### config.mk
export PLATFORM = sky130hd
export DESIGN_NAME = gcd_stein
export DESIGN_NICKNAME = d
export VERILOG_FILES = /design/src/rtl/gcd_stein.sv
export SDC_FILE = /design/constraint.sdc
export NUM_CORES = 1
export LEC_CHECK = 0
export ABC_CLOCK_PERIOD_IN_PS = 4600
export BUFFER_PORTS_ARGS = -buffer_cell sky130_fd_sc_hd__buf_2
export CAP_MARGIN = 20
export CORE_MARGIN = 8
export CORE_UTILIZATION = 62
export CTS_CLUSTER_DIAMETER = 120
export CTS_CLUSTER_SIZE = 10
export DETAILED_ROUTE_END_ITERATION = 8
export MAX_ROUTING_LAYER = met4
export PLACE_DENSITY = 0.83
export SETUP_SLACK_MARGIN = 0.3
export SLEW_MARGIN = 40
export SYNTH_ARGS = -nofsm -noshare
export SYNTH_HDL_FRONTEND = slang
export SYNTH_SLANG_ARGS = --single-unit
### constraint.sdc
create_clock -name clk_i -period 4.6 [get_ports clk_i]
set_clock_uncertainty 0.05 [all_clocks]
set_input_delay 0.46 -clock clk_i [delete_from_list [all_inputs] [get_ports clk_i]]
set_output_delay 0.46 -clock clk_i [all_outputs]
set_load 0.03 [all_outputs]
### src/rtl/gcd_stein.sv
// Binary (Stein) GCD engine: shift/subtract only, with a per-computation busy-cycle budget.
// Reports the result, a coprime flag, a timeout flag and the busy-cycle count.
module gcd_stein #(
    parameter int unsigned WIDTH      = 32,
    parameter int unsigned MAX_CYCLES = 4 * WIDTH + 8,
    localparam int unsigned CW        = $clog2(MAX_CYCLES + 1)
) (
    input  logic             clk_i,
    input  logic             rst_ni,
    input  logic             start_i,
    input  logic [WIDTH-1:0] a_i,
    input  logic [WIDTH-1:0] b_i,
    output logic             busy_o,
    output logic             valid_o,
    output logic [WIDTH-1:0] result_o,
    output logic             coprime_o,
    output logic             timeout_o,
    output logic [CW-1:0]    cycles_o
);

    localparam int unsigned KW = $clog2(WIDTH + 1);

    typedef enum logic [2:0] {StIdle, StCheck, StStrip, StReduce, StDone} state_e;

    state_e           state_q, state_d;
    logic [WIDTH-1:0] a_q, a_d, b_q, b_d, result_q, result_d;
    logic [KW-1:0]    k_q, k_d;
    logic [CW-1:0]    cnt_q, cnt_d, cycles_q, cycles_d;
    logic             coprime_q, coprime_d, timeout_q, timeout_d;
    logic             budget_hit;

    always_ff @(posedge clk_i or negedge rst_ni) begin
        if (!rst_ni) begin
            state_q   <= StIdle;
            a_q       <= '0;
            b_q       <= '0;
            k_q       <= '0;
            cnt_q     <= '0;
            result_q  <= '0;
            cycles_q  <= '0;
            coprime_q <= 1'b0;
            timeout_q <= 1'b0;
        end else begin
            state_q   <= state_d;
            a_q       <= a_d;
            b_q       <= b_d;
            k_q       <= k_d;
            cnt_q     <= cnt_d;
            result_q  <= result_d;
            cycles_q  <= cycles_d;
            coprime_q <= coprime_d;
            timeout_q <= timeout_d;
        end
    end

    // Budget check uses the count before this cycle's increment.
    assign budget_hit = (cnt_q >= CW'(MAX_CYCLES - 1));

    always_comb begin
        state_d   = state_q;
        a_d       = a_q;
        b_d       = b_q;
        k_d       = k_q;
        cnt_d     = cnt_q;
        result_d  = result_q;
        cycles_d  = cycles_q;
        coprime_d = coprime_q;
        timeout_d = timeout_q;
        unique case (state_q)
            StIdle: begin
                if (start_i) begin
                    a_d       = a_i;
                    b_d       = b_i;
                    k_d       = '0;
                    cnt_d     = '0;
                    timeout_d = 1'b0;
                    coprime_d = 1'b0;
                    state_d   = StCheck;
                end
            end
            StCheck: begin
                cnt_d = cnt_q + CW'(1);
                if (a_q == '0 || b_q == '0) begin
                    result_d = a_q | b_q;
                    state_d  = StDone;
                end else begin
                    state_d = StStrip;
                end
            end
            StStrip: begin
                cnt_d = cnt_q + CW'(1);
                if (budget_hit) begin
                    result_d  = '0;
                    timeout_d = 1'b1;
                    state_d   = StDone;
                end else if (!a_q[0] && !b_q[0]) begin
                    a_d = a_q >> 1;
                    b_d = b_q >> 1;
                    k_d = k_q + KW'(1);
                end else begin
                    state_d = StReduce;
                end
            end
            StReduce: begin
                cnt_d = cnt_q + CW'(1);
                if (a_q[0] && b_q[0] && a_q == b_q) begin
                    // a_q carries no factor of two stripped into k, so this cannot overflow.
                    result_d = a_q << k_q;
                    state_d  = StDone;
                end else if (budget_hit) begin
                    result_d  = '0;
                    timeout_d = 1'b1;
                    state_d   = StDone;
                end else if (!a_q[0]) begin
                    a_d = a_q >> 1;
                end else if (!b_q[0]) begin
                    b_d = b_q >> 1;
                end else if (a_q > b_q) begin
                    a_d = a_q - b_q;
                end else begin
                    b_d = b_q - a_q;
                end
            end
            StDone: begin
                state_d = StIdle;
            end
            default: begin
                state_d = StIdle;
            end
        endcase
        if (state_d == StDone && state_q != StDone) begin
            cycles_d  = cnt_d;
            coprime_d = (result_d == WIDTH'(1)) && !timeout_d;
        end
    end

    always_comb begin
        busy_o    = (state_q == StCheck) || (state_q == StStrip) || (state_q == StReduce);
        valid_o   = (state_q == StDone);
        result_o  = result_q;
        coprime_o = coprime_q;
        timeout_o = timeout_q;
        cycles_o  = cycles_q;
    end

endmodule

==> flow_summary_export.csv <==
group,metric,value,unit
critical_path,crit_path_start_kind,"flip-flop",
clocking,cts_tree,"done",
clocking,cts.clk_slew.worst_paths,0.07,ns
clocking,cts.sinks,123,
sta,holdWs,0.225,ns
synth,syn_nets,1642,
sta,slew_viol_final,0,
clocking,insertion_delay,0.45,ns
floorplan,io_pins,111,
floorplan,core,19300,um2
grt,grt_overflow,0,
clocking,post_cts_buffers,0,
critical_path,r2r_slack,0.37,ns
sta,slew_headroom,38.9,%
flow_run,max_cap_viol_count,0,
synth,netlist_instances,1474,
synth,ys_ff_latch,123,
grt,grt.total_usage,45.1,%
synth,synth_top_area_share,25.5,%
routing,ant_nets,0,
finish,fin_util,72.5,%
finish,area_growth,16.0,%
routing,drt_iter0_markers,2336,
sta,grt_setup_unrepaired,"false",
critical_path,path_common_cell,"or4b_1",
synth,synthTopCellsByCount,"nor2_1 (149), a21oi_1 (139), dfrtp_1 (123)",
critical_path,r2r-start,"a_q[6]$_DFFE_PN0P_",
routing,vias_per_cell,7.22,
floorplan,die_w,155,um
critical_path,crit_slowest_cell,"dfrtp_1",
critical_path,slowest_delay,0.55,ns
grt,grt.met3_usage,13.1,%
floorplan,die-area,24200,um2
critical_path,cp_max_fo,8,
grt,grt_max_degree,65,
clocking,clockBufferDepth,2,
sta,final_hold_viol_count,0,
critical_path,worstSetupPathType,"reg2reg",
place,io_buffer_count,110,
place,post-dp-hpwl,40.9,mm
sta,finalCritPeriodShare,92.0,%
critical_path,critPathArrivalTime,4.54,ns
finish,final.fill_count,1555,
routing,dr.pass1.iters,6,
critical_path,end_kind,"flip-flop",
critical_path,endpoint,"coprime_o$_DFFE_PN0P_",
sta,fmax,236,MHz
grt,globalRouteMet2Util,64.6,%
critical_path,cp.depth,11,
sta,tns,0,ns
grt,grt_most_used_layer,"met2",
clocking,cts_buffers,17,
grt,grt_first_pass_wirelength,79.8,mm
routing,routed_wl,53.2,mm
routing,remaining_drc_errors,0,
critical_path,critical_path_required,4.90,ns
synth,yosysUniqueCellTypes,79,
critical_path,path_buf_inv,1,
routing,dr_total_vias,13700,
critical_path,timing.rr.end,"coprime_o$_DFFE_PN0P_",
critical_path,r2r_cells,11,
clocking,cts_root_buffer,"clkbuf_16",
synth,synth.largest_area_cell,"dfrtp_1",
synth,yosys_warnings,0,
critical_path,cpLargestDelayFamily,"simple AND/OR/NAND/NOR gates",
synth,yosysMostFrequentCell,"nor2_1",
synth,syn-cell-area,12100,um2
routing,wire_per_inst,28.1,um
run_status,outcome,"complete, no violations",
critical_path,path_cells,"inv_1, ha_1, nor4_1, and4_1, and4_4, o2bb2ai_2, or2_1, a221o_1, or4b_1, or4b_1, o32ai_2",
synth,synth_ff_type,"dfrtp_1",
grt,antenna_found_initial,1,
synth,seq_area_frac_synth,25.5,%
floorplan,die_h,155,um
sta,post-route-min-period,4.23,ns
synth,synth_edf_count,0,
grt,grt_pass1_vias,13200,
synth,syn-mean-instance-area,8.18,um2
synth,async_reset_ff_share,100,%
synth,netlist_top_cells_area,"dfrtp_1 (26%), ha_1 (10%), a21oi_1 (5.8%)",
hold_path,hold_class,"in2reg",
floorplan,num_rows,51,
sta,tightest_slew,0.909,ns
grt,met1_usage,55.5,%
sta,final-setup-viol-count,0,
finish,fin_nets,1782,
clocking,htree_levels,4,
floorplan,start_util,62.6,%
critical_path,critical_path.startpoint,"a_q[6]$_DFFE_PN0P_",
finish,drive_gt1_share,19.6,%
place,routabilityCongestion,1.11,
-- logic make-up (layout without fill, tap and decap cells) --
logic type                 Yosys count  after routing  synth area share, %
DFF                                123            123                 25.5
xor gates and xnor gates            58             58                 4.21
other                                0              1                    0
buffers and inverters              209            362                 6.83
and+or+nand+nor                    399            399                 16.5
adders and majority gates          101            101                 10.6
muxes                               83             83                 9.32
AOI/OAI and AO/OA                  501            501                 27.0
-- flip-flops by register name (all words and copies together) (netlist names) --
| register | flops |
|---|---|
| cycles_o | 8 |
| state_q | 3 |
| timeout_o | 1 |
| cnt_q | 8 |
| coprime_o | 1 |
| result_o | 32 |
| a_q | 32 |
| k_q | 6 |
| b_q | 32 |
-- metrics by stage --
stage                     cells  setup slack, ns  cell area [um2]
final                      1893            0.367            14000
after global routing       1893            0.306            14000
after CTS                  1892            0.312            13900
after detailed placement   1859            0.333            13400
after global placement     1857            0.498            13300
after floorplan            1474            0.591            12100
-- worst min-delay path by stage --
stage | cells past startpoint | slack [ns] | startpoint | end
after floorplan | 0 | 0.11 | rst_ni | a_q[0]$_DFFE_PN0P_
after global placement | 1 | 0.41 | result_o[13]$_DFF_PN0_ | result_o[13]$_DFF_PN0_
after detailed placement | 1 | 0.41 | result_o[13]$_DFF_PN0_ | result_o[13]$_DFF_PN0_
after CTS | 3 | 0.22 | a_i[31] | a_q[31]$_DFFE_PN0P_
after global routing | 3 | 0.25 | a_i[31] | a_q[31]$_DFFE_PN0P_
final | 3 | 0.23 | a_i[31] | a_q[31]$_DFFE_PN0P_
-- per-layer routing --
| layer | vias to the layer above | wire length [um] |
|---|---|---|
| met4 | 0 | 3770 |
| met1 | 6391 | 19400 |
| li1 | 5742 | - |
| met2 | 1249 | 22500 |
| met5 | - | 0 |
| met3 | 277 | 7660 |
-- final cells by class --
cell class	count	area (um2)	area share [%]
Timing Repair Buffer	211	1350	9.64
Inverter	119	447	3.20
Clock inverter	15	145	1.04
Antenna cell	1	2.50	0.0179
Clock buffer	17	425	3.04
Sequential cell	123	3080	22.0
Multi-Input combinational cell	1142	8200	58.7
Tap cell	265	332	2.37
-- cells in the final DEF, fill, tap and decap left out, drive strengths merged, types with 36 or more instances in the layout --
master and instances:
o21ai 116, ha 99, dfrtp 123, mux2i 38, inv 127, nand2 67
nor4 36, a21oi 139, nor2 149, buf 210, xnor2 55
-- timing repair --
| action | CTS | global route |
|---|---|---|
| endpoints found under the hold margin | 9 | 0 |
| hold buffers | 1 | 0 |
| gates resized for setup | 0 | 5 |
| setup endpoints to repair | 0 | 1 |
-- worst register-to-register path, stage by stage, from the launching register on --
cell and delay (ns):
dfrtp_1 0.55, inv_1 0.13, ha_1 0.44, nor4_1 0.39, and4_1 0.31, and4_4 0.27
o2bb2ai_2 0.09, or2_1 0.27, a221o_1 0.38, or4b_1 0.52, or4b_1 0.49, o32ai_2 0.25
Power is not shown: default switching activity piles up to over one toggle a cycle in this logic, so the estimate is an artifact.
